<file path="src/rtl/quad_core_reset_sequencer_pkg.sv">
// Shared types and defaults for the quad-core reset sequencer and its per-core soft-reset timers.
package quad_core_reset_sequencer_pkg;

    localparam int NUM_CORES            = 4;
    localparam int DEF_LOCK_FILTER      = 4;
    localparam int DEF_HOLD_CYCLES      = 63;
    localparam int DEF_STAGGER_CYCLES   = 8;
    localparam int DEF_SOFT_CYCLES      = 16;

    typedef enum logic [2:0] {
        ST_WAIT_LOCK = 3'd0,
        ST_FILTER    = 3'd1,
        ST_HOLD      = 3'd2,
        ST_RELEASE   = 3'd3,
        ST_RUN       = 3'd4
    } state_e;

endpackage

</file>
<file path="src/rtl/core_soft_reset_timer.sv">
// Per-core soft-reset timer: load on request, count down to zero, abort clears immediately.
module core_soft_reset_timer
    import quad_core_reset_sequencer_pkg::*;
#(
    parameter int SOFT_CYCLES = DEF_SOFT_CYCLES
) (
    input  logic i_clk,
    input  logic i_rst_n,
    input  logic i_load,
    input  logic i_abort,
    output logic o_busy_nxt
);

    localparam int            CW       = $clog2(SOFT_CYCLES + 1);
    localparam logic [CW-1:0] CNT_LOAD = CW'(SOFT_CYCLES);

    logic [CW-1:0] r_cnt;
    logic [CW-1:0] w_cnt_nxt;

    // Abort beats load; the count stops at zero rather than wrapping.
    always_comb begin
        w_cnt_nxt = r_cnt;
        if (i_abort) begin
            w_cnt_nxt = '0;
        end else if (i_load) begin
            w_cnt_nxt = CNT_LOAD;
        end else if (r_cnt != '0) begin
            w_cnt_nxt = r_cnt - CW'(1);
        end
    end

    // Exposed one cycle early so the parent can register the core reset directly.
    assign o_busy_nxt = (w_cnt_nxt != '0);

    always_ff @(posedge i_clk or negedge i_rst_n) begin
        if (!i_rst_n) begin
            r_cnt <= '0;
        end else begin
            r_cnt <= w_cnt_nxt;
        end
    end

endmodule

</file>
<file path="src/rtl/quad_core_reset_sequencer.sv">
// Brings four cores out of reset in a staggered order once the PLL lock is stable,
// and serves per-core soft-reset requests while running.
module quad_core_reset_sequencer
    import quad_core_reset_sequencer_pkg::*;
#(
    parameter int LOCK_FILTER    = DEF_LOCK_FILTER,
    parameter int HOLD_CYCLES    = DEF_HOLD_CYCLES,
    parameter int STAGGER_CYCLES = DEF_STAGGER_CYCLES,
    parameter int SOFT_CYCLES    = DEF_SOFT_CYCLES
) (
    input  logic                 Clock,
    input  logic                 Reset,
    input  logic                 iPllLocked,
    input  logic [NUM_CORES-1:0] iSoftReq,
    output logic [NUM_CORES-1:0] oCoreReset,
    output logic                 oAllRunning,
    output logic [2:0]           oState
);

    localparam int FW = $clog2(LOCK_FILTER + 1);
    localparam int HW = $clog2(HOLD_CYCLES + 1);
    localparam int SW = $clog2(STAGGER_CYCLES + 1);

    localparam logic [FW-1:0] FILT_LAST = FW'(LOCK_FILTER - 1);
    localparam logic [FW-1:0] FILT_MAX  = FW'(LOCK_FILTER);
    localparam logic [HW-1:0] HOLD_LAST = HW'(HOLD_CYCLES - 1);
    localparam logic [HW-1:0] HOLD_MAX  = HW'(HOLD_CYCLES);
    localparam logic [SW-1:0] STAG_LAST = SW'(STAGGER_CYCLES - 1);
    localparam logic [SW-1:0] STAG_MAX  = SW'(STAGGER_CYCLES);
    localparam logic [1:0]    LAST_IDX  = 2'(NUM_CORES - 1);

    logic                 r_lock_meta;
    logic                 r_lock_sync;
    state_e               r_state;
    logic [FW-1:0]        r_filt_cnt;
    logic [HW-1:0]        r_hold_cnt;
    logic [SW-1:0]        r_stag_cnt;
    logic [1:0]           r_core_idx;
    logic [NUM_CORES-1:0] r_core_reset;
    logic                 r_all_running;

    state_e               w_state_nxt;
    logic [FW-1:0]        w_filt_cnt_nxt;
    logic [HW-1:0]        w_hold_cnt_nxt;
    logic [SW-1:0]        w_stag_cnt_nxt;
    logic [1:0]           w_core_idx_nxt;
    logic [1:0]           w_idx_inc;
    logic [NUM_CORES-1:0] w_core_reset_nxt;
    logic                 w_all_running_nxt;
    logic                 w_lock_loss;
    logic [NUM_CORES-1:0] w_soft_load;
    logic [NUM_CORES-1:0] w_busy_nxt;

    assign w_lock_loss = (r_state != ST_WAIT_LOCK) && !r_lock_sync;
    assign w_soft_load = (r_state == ST_RUN) ? iSoftReq : '0;

    for (genvar gi = 0; gi < NUM_CORES; gi++) begin : g_timer
        core_soft_reset_timer #(
            .SOFT_CYCLES (SOFT_CYCLES)
        ) u_timer (
            .i_clk      (Clock),
            .i_rst_n    (Reset),
            .i_load     (w_soft_load[gi]),
            .i_abort    (w_lock_loss),
            .o_busy_nxt (w_busy_nxt[gi])
        );
    end

    always_comb begin
        w_state_nxt       = r_state;
        w_filt_cnt_nxt    = r_filt_cnt;
        w_hold_cnt_nxt    = r_hold_cnt;
        w_stag_cnt_nxt    = r_stag_cnt;
        w_core_idx_nxt    = r_core_idx;
        w_core_reset_nxt  = r_core_reset;
        w_idx_inc         = r_core_idx + 2'd1;
        w_all_running_nxt = (r_state == ST_RUN) && (r_core_reset == '0);

        if (w_lock_loss) begin
            w_state_nxt      = ST_WAIT_LOCK;
            w_filt_cnt_nxt   = '0;
            w_hold_cnt_nxt   = '0;
            w_stag_cnt_nxt   = '0;
            w_core_idx_nxt   = '0;
            w_core_reset_nxt = '1;
        end else begin
            unique case (r_state)
                ST_WAIT_LOCK: begin
                    w_filt_cnt_nxt   = '0;
                    w_hold_cnt_nxt   = '0;
                    w_stag_cnt_nxt   = '0;
                    w_core_idx_nxt   = '0;
                    w_core_reset_nxt = '1;
                    if (r_lock_sync) begin
                        w_state_nxt = ST_FILTER;
                    end
                end
                ST_FILTER: begin
                    if (r_filt_cnt == FILT_LAST) begin
                        w_state_nxt    = ST_HOLD;
                        w_filt_cnt_nxt = '0;
                        w_hold_cnt_nxt = '0;
                    end else if (r_filt_cnt != FILT_MAX) begin
                        w_filt_cnt_nxt = r_filt_cnt + FW'(1);
                    end
                end
                ST_HOLD: begin
                    if (r_hold_cnt == HOLD_LAST) begin
                        w_state_nxt         = ST_RELEASE;
                        w_hold_cnt_nxt      = '0;
                        w_stag_cnt_nxt      = '0;
                        w_core_idx_nxt      = '0;
                        w_core_reset_nxt[0] = 1'b0;
                    end else if (r_hold_cnt != HOLD_MAX) begin
                        w_hold_cnt_nxt = r_hold_cnt + HW'(1);
                    end
                end
                // One shared stagger counter walks the core index; the last release enters RUN.
                ST_RELEASE: begin
                    if (r_stag_cnt == STAG_LAST) begin
                        w_stag_cnt_nxt              = '0;
                        w_core_idx_nxt              = w_idx_inc;
                        w_core_reset_nxt[w_idx_inc] = 1'b0;
                        if (w_idx_inc == LAST_IDX) begin
                            w_state_nxt = ST_RUN;
                        end
                    end else if (r_stag_cnt != STAG_MAX) begin
                        w_stag_cnt_nxt = r_stag_cnt + SW'(1);
                    end
                end
                ST_RUN: begin
                    w_core_reset_nxt = w_busy_nxt;
                end
                default: begin
                    w_state_nxt      = ST_WAIT_LOCK;
                    w_core_reset_nxt = '1;
                end
            endcase
        end
    end

    always_ff @(posedge Clock or negedge Reset) begin
        if (!Reset) begin
            r_lock_meta   <= 1'b0;
            r_lock_sync   <= 1'b0;
            r_state       <= ST_WAIT_LOCK;
            r_filt_cnt    <= '0;
            r_hold_cnt    <= '0;
            r_stag_cnt    <= '0;
            r_core_idx    <= '0;
            r_core_reset  <= '1;
            r_all_running <= 1'b0;
        end else begin
            r_lock_meta   <= iPllLocked;
            r_lock_sync   <= r_lock_meta;
            r_state       <= w_state_nxt;
            r_filt_cnt    <= w_filt_cnt_nxt;
            r_hold_cnt    <= w_hold_cnt_nxt;
            r_stag_cnt    <= w_stag_cnt_nxt;
            r_core_idx    <= w_core_idx_nxt;
            r_core_reset  <= w_core_reset_nxt;
            r_all_running <= w_all_running_nxt;
        end
    end

    assign oCoreReset  = r_core_reset;
    assign oAllRunning = r_all_running;
    assign oState      = r_state;

endmodule

</file>
<file path="config.mk">
export PLATFORM = sky130hd
export DESIGN_NAME = quad_core_reset_sequencer
export DESIGN_NICKNAME = d
export VERILOG_FILES = /design/src/rtl/quad_core_reset_sequencer_pkg.sv /design/src/rtl/core_soft_reset_timer.sv /design/src/rtl/quad_core_reset_sequencer.sv
export SDC_FILE = /design/constraint.sdc
export NUM_CORES = 1
export LEC_CHECK = 0
export CAP_MARGIN = 20
export CORE_MARGIN = 5
export CORE_UTILIZATION = 60
export DETAILED_ROUTE_END_ITERATION = 7
export PLACE_DENSITY = 0.87
export SLEW_MARGIN = 10
export SYNTH_ARGS = -nofsm -noshare
export SYNTH_HDL_FRONTEND = slang
export SYNTH_SLANG_ARGS = --single-unit
</file>
<file path="constraint.sdc">
create_clock -name Clock -period 2.1 [get_ports Clock]
set_input_delay 0.21 -clock Clock [delete_from_list [all_inputs] [get_ports Clock]]
set_output_delay 0.21 -clock Clock [all_outputs]
set_load 0.005 [all_outputs]
</file>
==> qor.yml, run 1 <==
status: "completed"
cts_setup_buffers: 0
grt_pass1_vias: 2216
max_cap_violations: 0
drive_gt1_share_pct: 11.0
yosys.cell_types.count: 65
dr.pass1.iters: 4
rows: 24
place_hpwl_um: 4110
grt_max_degree: 46
worst_pin_slew_ns: 0.394
num_antenna_cells: 0
place_ws_ns: 0.238
leakage_nw: 1.35
antenna_left: 0
synth-seq-area-share_pct: 41.2
wire_per_inst_um: 15.3
hold_viol: 0
synthFlopType: "dfrtp_1"
gr-usage-all-layers_pct: 19.9
slowest_delay_ns: 0.42
power_density_mw_per_mm2: 1250
synth-compound-area-share_pct: 20.1
cts_tree: "built"
drt_iter0_drc: 191
clk_path_buf_depth: 2
critPathTopFamily: "simple AND/OR/NAND/NOR gates"
synth_edf_count: 0
synth_fp_nets: 316
synth_xor_area_share_pct: 3.51
worstPathCellList: "inv_1 > ha_1 > nand2b_1 > or3_1 > nor2_1 > a21oi_1 > o41a_1"
cp_max_fo: 5
synth_commonest_cells: "dfrtp_1 (41), nor2_1 (26), inv_1 (22), nand2_1 (22), o21ai_0 (17)"
start_util_pct: 62.6
ir_worst_vdd_mv: 0.631
grt-ovfl-total: 0
nNetsFinal: 337
io_buffer_count: 14
finalMaxSlewViolations: 0
max-slew-margin-rel_pct: 73.7
synth_top_area_share_pct: 37.4
synth_area_leaders: "dfrtp_1 (37%), ha_1 (6.4%), dfstp_2 (3.8%), nor2_1 (3.6%), xnor2_1 (3.2%)"
cp.required_ns: 2.33
synthMuxAreaShare_pct: 0.775
antenna_found_initial: 0
drc: 0
htreeDepth: 2
clock_latency_ns: 0.30
routed_via_density: 6.05
yosysWarnings: 0
post-synth-top-area-cell: "dfrtp_1"
die_area_mm2: 0.00603
dieWidth_um: 77.6
fin_ws_ns: 0.227
rsz0062_at_grt: "no"
p_total_mw: 3.84
syn_area_per_cell_um2: 9.30
die_h_um: 77.6
area_growth_pct: 12.4
placedCellCount: 360
criticalPathCategory: "reg -> reg"
nFillCells: 350
cts-root-buf: "clkbuf_8"
cts_num_sinks: 45
core_area_mm2: 0.00438
cts.clk_slew.worst_paths_ns: 0.09
crit_arrival_ns: 2.10
ys_ff_latch: 45
skew_ns: 0.0118
cpMaxStageDelayCell: "dfrtp_1"
setup_viol: 0
mappedNetlistArea_mm2: 0.00274
fin_setup_tns_ns: 0
numCtsBuffers: 5
grt_pass1_wl_um: 10000
fin_cells: 369
place_congestion: 0.832
routed-via-count: 2232
start_kind: "flip-flop"
yosysMostFrequentCell: "dfrtp_1"
whs_ns: 0.350
reg2reg_slack_ns: 0.23
period_needed_ns: 1.87
synth_fa_ha_area_share_pct: 6.38
worstHoldPathType: "in -> reg"
synth-simple-area-share_pct: 22.6
synth-async-reset-ratio_pct: 100
synth_top_family_by_area: "simple AND/OR/NAND/NOR gates"
pin_count: 15
max_freq_ghz: 0.534
period_share_pct: 89.2
syn_inst: 295
wirelength_um: 5640
crit_buf_inv: 1
end_kind: "flip-flop"
[stage by stage]
| stage | area, µm² | utilization (%) |
|---|---|---|
| after floorplan | 2740 | - |
| final | 3080 | 70.3 |
| after global placement | 2960 | 67.4 |
| after CTS | 3080 | 70.3 |
| after detailed placement | 2960 | 67.4 |
| after global routing | 3080 | 70.3 |
[cell type report]
type,instances,area (µm²),area share [%]
Tap cell,52,65.1,2.11
Timing Repair Buffer,24,225,7.31
Inverter,22,82.6,2.68
Sequential cell,45,1130,36.7
Clock inverter,1,30.0,0.974
Clock buffer,7,86.3,2.80
Multi-Input combinational cell,218,1460,47.4
[sequential cells by signal, summed over array words and instances (netlist names)]
| signal | cells |
|---|---|
| g_timer.u_timer.r_cnt | 20 |
| r_hold_cnt | 6 |
| oCoreReset | 4 |
| r_stag_cnt | 4 |
| oState | 3 |
| r_filt_cnt | 3 |
| r_core_idx | 2 |
| oAllRunning | 1 |
| r_lock_meta | 1 |
| r_lock_sync | 1 |
[logic make-up (layout without fill, tap and decap cells)]
kind of cell / after synthesis / in the layout
and+or+nand+nor: 112 / 112
adders and majority gates: 14 / 14
buffers and inverters: 32 / 54
muxes: 2 / 2
AOI/OAI and AO/OA: 79 / 79
DFF: 45 / 45
xor gates and xnor gates: 11 / 11
[layout by cell type (no fill, tap or decap), drive strengths merged, types with 6 or more instances in the layout]
cell type      instances
o31ai                  9
clkbuf                 7
a21boi                 6
buf                   10
o21ai                 19
nor2                  27
ha                    14
nor3                  11
a21oi                 14
clkdlybuf4s50         13
xnor2                 10
nand2                 22
nand2b                10
nand3                 11
dfrtp                 41
inv                   22
[metal layers]
layer | wire, µm | share of wire (%) | global-route usage, %
met1 | 2540 | 45 | 26.2
met3 | 246 | 4.4 | 3.82
met4 | 93 | 1.6 | 6.01
met2 | 2760 | 49 | 33.0
met5 | 0 | 0 | 0
[timing repair]
item / in CTS / in global routing
hold buffers: 1 / 0
setup endpoints to repair: 0 / 0
endpoints found under the hold margin: 41 / 0
resized for setup: 0 / 0
[report_power, final]
group / switching [mW] / internal [mW] / leakage (nW)
Sequential: 0.240 / 1.07 / 0.586
Combinational: 1.00 / 0.850 / 0.709
Clock: 0.298 / 0.388 / 0.0585
[worst reg2reg max path, delay by kind of cell, from the launching register on]
family	cells	cell delay, ns
buffers and inverters	1	0.07
and+or+nand+nor	3	0.64
AOI/OAI and AO/OA	2	0.47
DFF	1	0.42
adders and majority gates	1	0.21
[final timing paths]
check / from / cells past startpoint / end
setup / recovery: g_timer[2].u_timer.r_cnt[0]$_DFF_PN0_ / 7 / oCoreReset[2]$_DFFE_PN1P_
hold / removal: iPllLocked / 1 / r_lock_meta$_DFF_PN0_
setup reg to reg: g_timer[2].u_timer.r_cnt[0]$_DFF_PN0_ / 7 / oCoreReset[2]$_DFFE_PN1P_
hold reg to reg: r_lock_meta$_DFF_PN0_ / 0 / r_lock_sync$_DFF_PN0_
max in group asynchronous: Reset / 3 / oCoreReset[1]$_DFFE_PN1P_
min in group asynchronous: Reset / 3 / r_hold_cnt[3]$_DFFE_PN0P_
No activity file was read; power rests on OpenSTA's default activity.
==> inputs of run 2 (changes only) <==
Settings changed: CTS_BUF_LIST from default to sky130_fd_sc_hd__clkbuf_2.
==> qor.yml, run 2 (synthesis gave the netlist of run 1 again) <==
final_common_cell: "dfrtp_1"
period_needed_ns: 1.96  # +0.0852 ns
whs_ns: 0.214  # -0.135 ns
place_ws_ns: 0.238  # unchanged
core_area_mm2: 0.00438  # unchanged
antenna_left: 0  # unchanged
status: "completed"
cts_tree: "built"
finalMaxSlewViolations: 0  # unchanged
largest_register: "g_timer.u_timer.r_cnt"
period_share_pct: 93.2  # +4.1 points
wire_per_inst_um: 15.0  # -2.2%
place_congestion: 0.832  # unchanged
antenna_found_initial: 0  # unchanged
routed_via_density: 6.04  # about the same
num_antenna_cells: 0  # unchanged
max-slew-margin-rel_pct: 75.0  # +1.3 points
dr.pass1.iters: 4  # unchanged
timing.rr.end: "oCoreReset[2]$_DFFE_PN1P_"
top_regs: "g_timer.u_timer.r_cnt (20), r_hold_cnt (6)"
final_cell_mix: "dfrtp_1 (40), nor2_1 (26), inv_1 (22), nand2_1 (22), o21ai_0 (17)"
nNetsFinal: 337  # unchanged
wirelength_um: 5520  # -2.2%
drive_gt1_share_pct: 11.4  # +0.32 points
clock_latency_ns: 0.43  # +0.13 ns
multiInputGateArea_mm2: 0.00146  # unchanged
fin_ws_ns: 0.142  # -0.0852 ns
reg2reg_slack_ns: 0.23  # about the same
htreeDepth: 2  # unchanged
pin_count: 15  # unchanged
start_util_pct: 62.6  # unchanged
die_area_mm2: 0.00603  # unchanged
gr-usage-all-layers_pct: 19.6  # -0.22 points
crit_arrival_ns: 1.75  # -0.35 ns
max_cap_violations: 0  # unchanged
drt_iter0_drc: 120  # -37%
hold_path.startpoint: "iPllLocked"
cts_num_sinks: 45  # unchanged
fin_setup_tns_ns: 0  # unchanged
skew_ns: 0.0426  # +0.0308 ns
whs_endpoint: "r_lock_meta$_DFF_PN0_"
numCtsBuffers: 5  # unchanged
whs_path_depth: 1  # unchanged
setup_viol: 0  # unchanged
grt_pass1_vias: 2208  # -0.36%
worstHoldPathType: "in -> reg"
nFillCells: 357  # +2.0%
grt-ovfl-total: 0  # unchanged
rows: 24  # unchanged
r2r_cells: 7  # unchanged
drc: 0  # unchanged
die_h_um: 77.6  # unchanged
cts-root-buf: "clkbuf_2"
end_kind: "primary output"
dieWidth_um: 77.6  # unchanged
grt_max_degree: 46  # unchanged
hold_viol: 0  # unchanged
utilization_pct: 69.1  # -1.2 points
rsz0062_at_grt: "no"
cts.clk_slew.worst_paths_ns: 0.21  # +0.12 ns
io_buffer_count: 14  # unchanged
leakage_nw: 1.33  # -1.4%
max_freq_ghz: 0.511  # -4.4%
area_growth_pct: 10.5
cp.required_ns: 1.89  # -0.44 ns
ir_worst_vdd_mv: 0.595  # -5.6%
power_density_mw_per_mm2: 1200  # -4.1%
r2r_start: "g_timer[2].u_timer.r_cnt[0]$_DFF_PN0_"
clk_path_buf_depth: 2  # unchanged
worst_pin_slew_ns: 0.371  # -0.0233 ns
place_hpwl_um: 4110  # unchanged
criticalPathCategory: "reg -> out"
seqCellArea_mm2: 0.00113  # +0.11%
crit_start: "oState[0]$_DFFE_PN0P_"
cp_max_fo: 15  # +10
start_kind: "flip-flop"
routed-via-count: 2230  # -0.090%
grt_pass1_wl_um: 9870  # -1.5%
largest_register_ffs: 20  # unchanged
-- run 2: changes by cell type in the layout (fill, tap and decap cells not counted) --
cell	before	now
clkbuf_8	6	0
clkbuf_2	0	6
clkinv_1	0	1
dfrtp_2	0	1
dfrtp_1	41	40
clkbuf_1	1	0
-- run 2: how the worst max path moves through the flow --
stage | endpoint | cells after the start
global route | oState[0] | 2
floorplan | oCoreReset[2]$_DFFE_PN1P_ | 7
CTS | oState[0] | 2
detailed placement | oCoreReset[2]$_DFFE_PN1P_ | 7
global placement | oCoreReset[2]$_DFFE_PN1P_ | 7
finish | oState[0] | 2
-- run 2: layout make-up --
class                   instances  area share, %
clock inverters                 2           1.11
clock buffers                   6          0.991
well taps                      52           2.15
flip-flops and latches         45           37.4
repair buffers                 24           7.43
multi-input cells             218           48.2
inverters                      22           2.72
-- run 2: layer usage --
layer	wire length, µm	global-route usage (%)	vias up	share of wire, %
li1	-	-	1093	-
met1	2470	25.4	1084	45
met2	2740	32.4	42	50
met3	217	4.51	11	3.9
met4	82	6.53	0	1.5
met5	0	0	-	0
-- run 2: power by group --
group / leakage, nW / switching [mW] / total, mW / internal (mW)
Combinational: 0.709 / 0.988 / 1.84 / 0.850
Sequential: 0.585 / 0.239 / 1.31 / 1.07
Clock: 0.0406 / 0.279 / 0.482 / 0.203
-- run 2: stage by stage --
stage | power, mW | area, µm² | instances
floorplan | 2.72 | 2740 | 295
global placement | 3.07 | 2960 | 360
detailed placement | 3.16 | 2960 | 360
CTS | 3.65 | 3030 | 369
global route | 3.93 | 3030 | 369
finish | 3.63 | 3030 | 369
-- run 2: repair_timing --
item,CTS,global route
endpoints found under the setup margin,0,1
hold endpoints to repair,45,0
resized for setup,0,1
buffers inserted,0,0
hold buffers,1,0
-- run 2: worst max-delay path, stage by stage, from the launching register on --
cell,delay [ns]
dfrtp_1,0.62
buf_4,0.22
clkdlybuf4s50_1,0.50
